## config.mk

```make
export PLATFORM = sky130hd
export DESIGN_NAME = xorshift_seed_finder
export DESIGN_NICKNAME = d
export VERILOG_FILES = /design/src/rtl/xorshift_seed_finder_pkg.sv /design/src/rtl/xorshift_seed_finder_seg7_decode.sv /design/src/rtl/xorshift_seed_finder.sv
export SDC_FILE = /design/constraint.sdc
export NUM_CORES = 1
export LEC_CHECK = 0
export ABC_AREA = 1
export BUFFER_PORTS_ARGS = -buffer_cell sky130_fd_sc_hd__buf_2
export CAP_MARGIN = 20
export CELL_PAD_IN_SITES_DETAIL_PLACEMENT = 2
export CELL_PAD_IN_SITES_GLOBAL_PLACEMENT = 2
export CORE_MARGIN = 2
export CORE_UTILIZATION = 38
export CTS_CLUSTER_DIAMETER = 50
export DETAILED_ROUTE_END_ITERATION = 16
export GPL_ROUTABILITY_DRIVEN = 0
export GPL_TIMING_DRIVEN = 0
export PLACE_DENSITY_LB_ADDON = 0.1
export REMOVE_ABC_BUFFERS = 1
export SYNTH_ARGS = -nofsm -noshare
export SYNTH_HDL_FRONTEND = slang
export SYNTH_SLANG_ARGS = --single-unit
```

## constraint.sdc

```tcl
create_clock -name clk -period 4.1 [get_ports clk]
set_input_delay 0.82 -clock clk [delete_from_list [all_inputs] [get_ports clk]]
set_output_delay 0.82 -clock clk [all_outputs]
set_load 0.005 [all_outputs]
```

## src/rtl/xorshift_seed_finder_pkg.sv

```systemverilog
`default_nettype none
// +------------------------------------------------------------------------+
// | Package : xorshift_seed_finder_pkg                                     |
// | Purpose : Shared constants for the xorshift32 seed finder: the eight    |
// |           accepted 7-segment patterns {g,f,e,d,c,b,a}, the FSM state   |
// |           encoding, the xorshift shift amounts and a one-step helper.  |
// | Ports   : none (package)                                               |
// | Rev     : 1.0  initial release                                         |
// +------------------------------------------------------------------------+
package xorshift_seed_finder_pkg;

   // Segment patterns for digits 0..7, bit order {g,f,e,d,c,b,a}
   localparam logic [6:0] c_seg_0 = 7'b0111111;
   localparam logic [6:0] c_seg_1 = 7'b0000110;
   localparam logic [6:0] c_seg_2 = 7'b1011011;
   localparam logic [6:0] c_seg_3 = 7'b1001111;
   localparam logic [6:0] c_seg_4 = 7'b1100110;
   localparam logic [6:0] c_seg_5 = 7'b1101101;
   localparam logic [6:0] c_seg_6 = 7'b1111100;
   localparam logic [6:0] c_seg_7 = 7'b0000111;

   // xorshift32 shift amounts, applied in this order: <<, >>, <<
   localparam int c_shift_a = 13;
   localparam int c_shift_b = 17;
   localparam int c_shift_c = 5;

   typedef enum logic [2:0] {
      ST_IDLE      = 3'd0,
      ST_COLLECT   = 3'd1,
      ST_SEARCH    = 3'd2,
      ST_DONE_OK   = 3'd3,
      ST_DONE_FAIL = 3'd4
   } state_t;

   // One xorshift32 step with 32-bit truncating shifts
   function automatic logic [31:0] xs_step(input logic [31:0] s);
      logic [31:0] t;
      t = s ^ (s << c_shift_a);
      t = t ^ (t >> c_shift_b);
      t = t ^ (t << c_shift_c);
      return t;
   endfunction

endpackage
`default_nettype wire

```

## src/rtl/xorshift_seed_finder_seg7_decode.sv

```systemverilog
`default_nettype none
// +------------------------------------------------------------------------+
// | Module  : xorshift_seed_finder_seg7_decode                             |
// | Purpose : Combinational 7-segment to 3-bit digit decoder. Only the     |
// |           eight generator patterns (digits 0..7) are accepted.         |
// | Ports   : i_seg   [6:0] in  segment pattern {g,f,e,d,c,b,a}            |
// |           o_valid       out pattern is one of the eight digits         |
// |           o_digit [2:0] out decoded digit (0 when not valid)           |
// | Rev     : 1.0  initial release                                         |
// +------------------------------------------------------------------------+
module xorshift_seed_finder_seg7_decode
   import xorshift_seed_finder_pkg::*;
(
   input  logic [6:0] i_seg,
   output logic       o_valid,
   output logic [2:0] o_digit
);

   always_comb begin
      o_valid = 1'b1;
      o_digit = 3'd0;
      case (i_seg)
         c_seg_0: o_digit = 3'd0;
         c_seg_1: o_digit = 3'd1;
         c_seg_2: o_digit = 3'd2;
         c_seg_3: o_digit = 3'd3;
         c_seg_4: o_digit = 3'd4;
         c_seg_5: o_digit = 3'd5;
         c_seg_6: o_digit = 3'd6;
         c_seg_7: o_digit = 3'd7;
         default: begin
            o_valid = 1'b0;
            o_digit = 3'd0;
         end
      endcase
   end

endmodule
`default_nettype wire

```

## src/rtl/xorshift_seed_finder.sv

```systemverilog
`default_nettype none
// +------------------------------------------------------------------------+
// | Module  : xorshift_seed_finder                                         |
// | Purpose : Watches the 7-segment output of an xorshift32 digit          |
// |           generator, buffers N_OBS decoded digits, then brute-forces   |
// |           every seed (one xorshift step per cycle, ascending) and      |
// |           reports the lowest seed consistent with the observations.    |
// | Ports   : clk            in  clock                                     |
// |           reset          in  synchronous, active-high                  |
// |           seg_valid      in  1-cycle strobe, seg_in holds a new digit  |
// |           seg_in   [6:0] in  segment pattern {g,f,e,d,c,b,a}           |
// |           busy           out collecting (>=1 sample) or searching      |
// |           found          out search succeeded (DONE_OK)                |
// |           fail           out no seed matched (DONE_FAIL)               |
// |           bad_seg        out 1-cycle pulse on an undecodable strobe    |
// |           seed_out       out recovered seed while found, else 0        |
// | Rev     : 1.0  initial release                                         |
// +------------------------------------------------------------------------+
module xorshift_seed_finder
   import xorshift_seed_finder_pkg::*;
#(
   parameter int N_OBS  = 4,
   parameter int SEED_W = 6
)(
   input  logic              clk,
   input  logic              reset,
   input  logic              seg_valid,
   input  logic [6:0]        seg_in,
   output logic              busy,
   output logic              found,
   output logic              fail,
   output logic              bad_seg,
   output logic [SEED_W-1:0] seed_out
);

   localparam int c_cnt_w = $clog2(N_OBS + 1);
   localparam int c_k_w   = $clog2(N_OBS);
   // cand carries one extra bit so the last-seed test is an exact compare
   localparam logic [SEED_W:0] c_cand_last = {1'b0, {SEED_W{1'b1}}};

   state_t              r_state;
   state_t              w_state_next;

   logic [c_cnt_w-1:0]  r_cnt;
   logic [2:0]          r_obs [N_OBS];
   logic [SEED_W:0]     r_cand;
   logic [c_k_w-1:0]    r_k;
   logic [31:0]         r_s;
   logic                r_bad_seg;

   logic                w_dec_valid;
   logic [2:0]          w_dec_digit;
   logic [31:0]         w_s_next;
   logic [2:0]          w_obs_k;
   logic [SEED_W:0]     w_cand_inc;

   // FSM-issued datapath commands
   logic                w_store_first;
   logic                w_store_next;
   logic                w_start;
   logic                w_advance;
   logic                w_next_cand;
   logic                w_bad;

   xorshift_seed_finder_seg7_decode u_dec (
      .i_seg   (seg_in),
      .o_valid (w_dec_valid),
      .o_digit (w_dec_digit)
   );

   assign w_s_next   = xs_step(r_s);
   assign w_cand_inc = r_cand + {{SEED_W{1'b0}}, 1'b1};

   // Observation selected by the search index
   always_comb begin
      w_obs_k = 3'd0;
      for (int i = 0; i < N_OBS; i++) begin
         if (r_k == c_k_w'(i)) begin
            w_obs_k = r_obs[i];
         end
      end
   end

   // ---------------------------------------------------------------------
   // State register
   // ---------------------------------------------------------------------
   always_ff @(posedge clk) begin
      if (reset) begin
         r_state <= ST_IDLE;
      end else begin
         r_state <= w_state_next;
      end
   end

   // ---------------------------------------------------------------------
   // Next state, datapath commands and status outputs
   // ---------------------------------------------------------------------
   always_comb begin
      w_state_next  = r_state;
      w_store_first = 1'b0;
      w_store_next  = 1'b0;
      w_start       = 1'b0;
      w_advance     = 1'b0;
      w_next_cand   = 1'b0;
      w_bad         = 1'b0;
      busy          = 1'b0;
      found         = 1'b0;
      fail          = 1'b0;
      seed_out      = '0;

      case (r_state)
         ST_IDLE, ST_DONE_OK, ST_DONE_FAIL: begin
            // N_OBS >= 2, so a first sample can never complete a set
            if (seg_valid) begin
               if (w_dec_valid) begin
                  w_store_first = 1'b1;
                  w_state_next  = ST_COLLECT;
               end else begin
                  w_bad = 1'b1;
               end
            end
         end

         ST_COLLECT: begin
            if (seg_valid) begin
               if (w_dec_valid) begin
                  w_store_next = 1'b1;
                  if (r_cnt == c_cnt_w'(N_OBS - 1)) begin
                     w_start      = 1'b1;
                     w_state_next = ST_SEARCH;
                  end
               end else begin
                  w_bad = 1'b1;
               end
            end
         end

         ST_SEARCH: begin
            // Strobes are deliberately ignored here, including bad patterns
            if (w_s_next[2:0] == w_obs_k) begin
               if (r_k == c_k_w'(N_OBS - 1)) begin
                  w_state_next = ST_DONE_OK;
               end else begin
                  w_advance = 1'b1;
               end
            end else if (r_cand == c_cand_last) begin
               w_state_next = ST_DONE_FAIL;
            end else begin
               w_next_cand = 1'b1;
            end
         end

         default: begin
            w_state_next = ST_IDLE;
         end
      endcase

      busy  = (r_state == ST_COLLECT) || (r_state == ST_SEARCH);
      found = (r_state == ST_DONE_OK);
      fail  = (r_state == ST_DONE_FAIL);
      // cand is frozen in DONE_OK, so it doubles as the result register
      if (r_state == ST_DONE_OK) begin
         seed_out = r_cand[SEED_W-1:0];
      end
   end

   assign bad_seg = r_bad_seg;

   // ---------------------------------------------------------------------
   // Datapath: observation buffer, counters, xorshift state
   // ---------------------------------------------------------------------
   always_ff @(posedge clk) begin
      if (reset) begin
         r_cnt     <= '0;
         r_cand    <= '0;
         r_k       <= '0;
         r_s       <= '0;
         r_bad_seg <= 1'b0;
         for (int i = 0; i < N_OBS; i++) begin
            r_obs[i] <= 3'd0;
         end
      end else begin
         r_bad_seg <= w_bad;

         if (w_store_first) begin
            r_obs[0] <= w_dec_digit;
            r_cnt    <= c_cnt_w'(1);
         end

         if (w_store_next) begin
            for (int i = 0; i < N_OBS; i++) begin
               if (r_cnt == c_cnt_w'(i)) begin
                  r_obs[i] <= w_dec_digit;
               end
            end
            r_cnt <= r_cnt + c_cnt_w'(1);
         end

         if (w_start) begin
            r_cand <= '0;
            r_k    <= '0;
            r_s    <= '0;
         end

         if (w_advance) begin
            r_s <= w_s_next;
            r_k <= r_k + c_k_w'(1);
         end

         if (w_next_cand) begin
            r_cand <= w_cand_inc;
            r_k    <= '0;
            r_s    <= {{(32 - SEED_W - 1){1'b0}}, w_cand_inc};
         end
      end
   end

endmodule
`default_nettype wire

```

; ---- After elaboration in Yosys (flattened, before gate mapping)
; Memories as Yosys holds them, arrays and structs flattened.
; Index checks and enable logic that the tools add are counted.
[totals]
reg_bits = 48
latch_bits = 0
mem_bits_rw = 12
mem_bits_ro = 0
input_bits = 10
out_inout_bits = 10
mem_count = 1
[mem_list]
columns = name, words, word_bits, rd, rd_clocked_by_memory_dff, wr, line_no
row1 = r_obs, 4, 3, 4, 0, 4, xorshift_seed_finder.sv:45  ; logic [2:0] r_obs [N_OBS];
[op_classes]
addsub = 3
n_mul = 0
div_mod_pow = 0
order_cmp = 0
n_eq_ne = 27
shifts = 0
n_mux = 65
n_bitwise = 10
n_reduce_logical = 14
[op_table]
columns = op, n
row1 = 2-to-1 mux 32 bit, 2
row2 = bitwise XOR 32 bit, 2
row3 = 2-to-1 mux 3 bit, 19
row4 = 2-to-1 mux 1 bit, 36
row5 = equality test 7 bit (second input constant), 5
row6 = bitwise XOR 32 x 15 -> 32 bit, 1
row7 = 2-to-1 mux 7 bit, 3
row8 = case mux 3 bit (7 select lines), 1
row9 = equality test 7 x 3 -> 1 bit (second input constant), 2
row10 = equality test 7 x 6 -> 1 bit (second input constant), 2
row11 = equality test 3 x 2 -> 1 bit (second input constant), 4
row12 = case mux 3 bit (3 select lines), 1
row13 = OR reduction 8 bit, 1
row14 = adder 7 x 1 -> 7 bit (second input constant), 1
row15 = AND reduction 7 bit, 1
row16 = equality test 3 x 1 -> 1 bit (second input constant), 2
row17 = zero test 3 bit, 2
row18 = 2-to-1 mux 6 bit, 1
row19 = inequality test 2 bit (second input constant), 3
row20 = inequality test 3 bit (second input constant), 2
row21 = nonzero test 2 bit, 3
row22 = OR reduction 3 bit, 2
row23 = OR 1 bit, 5
row24 = equality test 2 bit (second input constant), 2
row25 = other kinds (13), 16

; ---- Longest topological paths before layout
[logic_depth]
depth_word = 11
mapped_depth = 17

; ---- By module
; A second synthesis with hierarchy kept.
[hier_totals]
cells_unflattened = 561
area_unflattened_um2 = 3892.5
[by_module_without_submodules]
columns = module, instances, cells_per_inst, area_per_inst_um2
row1 = xorshift_seed_finder, 1, 512, 3673.5
row2 = xorshift_seed_finder_seg7_decode, 1, 49, 219.0

; ---- Worst setup path before layout
; OpenSTA, ideal clock, no wires.
[synth_timing]
path_kind = input port to flip-flop
startpoint = in seg_in[5]
endpoint = mem r_obs[3][0], enable pin
setup_ns = 0.303
arrival_ns = 2.014
t_required_ns = 3.797
setup_slack_ns = 1.783
cell_stages = 12
n_path_buf = 1
cell_sequence = nor2_1 -> inv_1 -> nor2_1 -> nand2_1 -> nand2_1 -> nor2_4 -> nand2_2 -> nand2_2 -> nor2_4 -> nand2_4 -> clkbuf_1 -> nand2_1
[synth_lines]
columns = item, line_no
row1 = "start, declared", xorshift_seed_finder.sv:28  ; input logic [6:0] seg_in,
row2 = "end, declared", xorshift_seed_finder.sv:45

; ---- Final worst setup path
[layout_timing]
startpoint = reg r_k[0]
endpoint = reg r_s[25]
[layout_via]
elab_chain_len = 9
word_cells_on_any_way = 17
classes_between = eq/ne: 4 / mux: 10 / reduce/logical: 3
[layout_lines]
columns = item, line_no
row1 = "start, declared", xorshift_seed_finder.sv:47  ; logic [c_k_w-1:0] r_k;
row2 = "start signal, assigned", xorshift_seed_finder.sv:207  ; r_k <= r_k + c_k_w'(1);
row3 = zero test 2 bit, xorshift_seed_finder.sv:78  ; if (r_k == c_k_w'(i)) begin
row4 = 2-to-1 mux 3 bit (4 in a row), xorshift_seed_finder.sv:78
row5 = equality test 3 bit, xorshift_seed_finder.sv:140  ; if (w_s_next[2:0] == w_obs_k) begin
row6 = 2-to-1 mux 1 bit, xorshift_seed_finder.sv:140
row7 = 2-to-1 mux 1 bit, xorshift_seed_finder.sv:111  ; case (r_state)
row8 = 2-to-1 mux 32 bit (tied with other cells), xorshift_seed_finder.sv:205  ; if (w_advance) begin
row9 = "end signal, assigned", xorshift_seed_finder.sv:206  ; r_s <= w_s_next;
row10 = "end signal, assigned", xorshift_seed_finder.sv:213  ; r_s <= {{(32 - SEED_W - 1){1'b0}}, w_cand_inc};
row11 = "end, declared", xorshift_seed_finder.sv:48  ; logic [31:0] r_s;
; Several ways; a longest one is shown, not always the timed one.
; A chain may end at the register's enable or synchronous reset.

==> out/metrics.cfg <==
[layout]
final_util=0.429
diodes=0
fillCellCount=1238
syn_to_final_growth_pct=10.4
instances_no_fill=720
multi_input_area_mm2=0.00237
seqCellArea_mm2=0.00132
drive_gt1_frac=0.188
final_cell_mix=nand2_1 (166), nor2_1 (59), dfxtp_1 (48)
final_area_mm2=0.00439
nNetsFinal=599
final_common_cell=nand2_1

[global_routing]
track_usage=0.229
grt_pass1_wl_um=20500
grt_pass1_vias=4122
grt_antenna_before_repair=0
grt_max_degree=28
grt-ovfl-total=0

[route]
drt-initial-drc-count=94
avgRoutedWirePerCell_um=16.8
vias_per_cell=5.18
wirelength_um=12100
ant_nets=0
vias=3729
dr.pass1.iters=4
drc=0

[timing]
finalCriticalPeriod_ns=2.77
fin_tns_setup_ns=0
setup_violations=0
maxSlewHeadroom=0.404
hold_viol=0
rsz0062_at_grt=false
tightestPinTransition_ns=0.892
fmax_ghz=0.362
skew_ns=0.00995
slew_viol_final=0
min_period_over_period=0.675

[die]
core_mm2=0.0102
die_h_um=106
start_util=0.389
io_pins=20
die_area_mm2=0.0113
rows=37
chipWidth_um=106

[placed_design]
placed_cell_area_mm2=0.00415
placed_cells=704
portBuffers=19
dp_hpwl_um=8840

[power_and_ir_drop]
cellPowerDensity_mw_per_mm2=431
peakVddDrop_mv=0.180
power_w=0.00189
p_leak_nw=1.89

[critical_path]
cp.required_ns=4.37
start_kind=register
timing.rr.end=r_s[25]
crit_type=reg2reg
cp_max_fo=25
ff2ff_path_depth=13
cp-end-kind=register
ff2ff_setup_slack_ns=1.33
rr_startpoint=r_k[0]
cp-startpoint=r_k[0]
arrival_ns=3.04

[synth]
ys.warnings.count=0
ys_seq_area_frac=0.332
async_reset_ff_frac=0
syn_avg_cell_area_um2=7.08
syn_area_mm2=0.00398
ys_dominant_reg_cell=dfxtp_1
synth_edf_count=12
synth.distinct_cells=35
ys_seq_elements=60
syn-instance-count=562

[clocking]
cts_htree_levels=3
clockBufferDepth=2
cts_tree=done
hold_buffers=0
numCtsBuffers=9
post-cts-setup-buffers=0
ctsRootBufferMaster=clkbuf_8
cts_resized=0
path_clk_slew_ns=0.07
clock_sinks=60
clk_latency_ns=0.34

[worst_hold_path]
hold_end=r_cnt[2]
hold_depth=2
hp-class=reg2reg
min_from=r_cnt[2]

[job]
cap_viol_max_count=0

[run_status]
outcome=completed

kinds of logic (layout without fill, tap and decap cells):
group / after synthesis / after routing / share of synthesized area
AO/OA/AOI/OAI: 44 / 44 / 0.0752
XOR/XNOR: 32 / 32 / 0.0705
adder cells (fa/ha/maj): 10 / 10 / 0.0315
buffers and inverters: 65 / 87 / 0.0724
flip-flops: 60 / 60 / 0.332
AND/OR/NAND/NOR: 351 / 351 / 0.418
worst max path at each step:
stage | endpoint | slack [ns] | depth (start not counted)
floorplan | r_k[0] | 1.89 | 14
global route | r_s[27] | 1.09 | 13
global placement | r_s[7] | 1.39 | 15
CTS | r_s[25] | 1.27 | 13
finish | r_s[25] | 1.33 | 13
detailed placement | r_s[13] | 1.26 | 15
layer usage:
metal,vias to the layer above,global-route usage,share of wire
met3,12,0.0380,0.014
met2,26,0.445,0.55
met4,0,0.0545,0.014
met5,-,0,0
li1,1855,-,-
met1,1836,0.258,0.42
flip-flops by register name, indices dropped and copies added, names as in the netlist:
signal,cells
r_obs,12
r_k,2
r_cnt,3
r_cand,7
bad_seg,1
r_state,3
r_s,32
cell type report:
type / instances / share of cell area
clock buffers: 14 / 0.0467
clock inverters: 2 / 0.00798
inverters: 52 / 0.0450
multi-input cells: 437 / 0.539
flip-flops and latches: 60 / 0.301
well taps: 136 / 0.0387
repair buffers: 19 / 0.0217
synth_stat cells (all sizes together) (2+ instances only):
| cell | number | share of area |
|---|---|---|
| nand4 | 26 | 0.045 |
| a21oi | 40 | 0.069 |
| dfxtp | 48 | 0.24 |
| o21ai | 2 | 0.0025 |
| xor2 | 19 | 0.042 |
| inv | 52 | 0.050 |
| nand2 | 178 | 0.18 |
| ha | 10 | 0.031 |
| nor3 | 9 | 0.014 |
| nand3 | 49 | 0.067 |
| clkbuf | 4 | 0.0038 |
| edfxtp | 12 | 0.091 |
| xnor2 | 13 | 0.029 |
| buf | 9 | 0.019 |
| nor2 | 64 | 0.070 |
| or2 | 24 | 0.038 |
where the power goes:
part	switching, W	leakage, nW	internal (W)
Clock	0.000250	0.123	0.000388
Sequential	0.0000402	0.511	0.000636
Combinational	0.000405	1.26	0.000175
per-stage QoR:
step,worst slack (ns),hold slack (ns)
5_1_grt,1.09,0.496
6_report,1.33,0.473
2_1_floorplan,1.89,0.439
4_1_cts,1.27,0.473
3_5_place_dp,1.26,0.461
3_3_place_gp,1.39,0.453
worst max-delay path: stages, from the launching register on:
cell	delay, ns
dfxtp_1	0.39
inv_1	0.10
ha_1	0.27
a21oi_1	0.16
nand2_1	0.10
nand2_1	0.13
nand2_1	0.11
nand2_1	0.10
nand2_2	0.09
nor2_8	0.16
nand4_4	0.25
inv_2	0.47
nand3_1	0.19
a21oi_2	0.18
No activity file was read; power rests on OpenSTA's default activity.
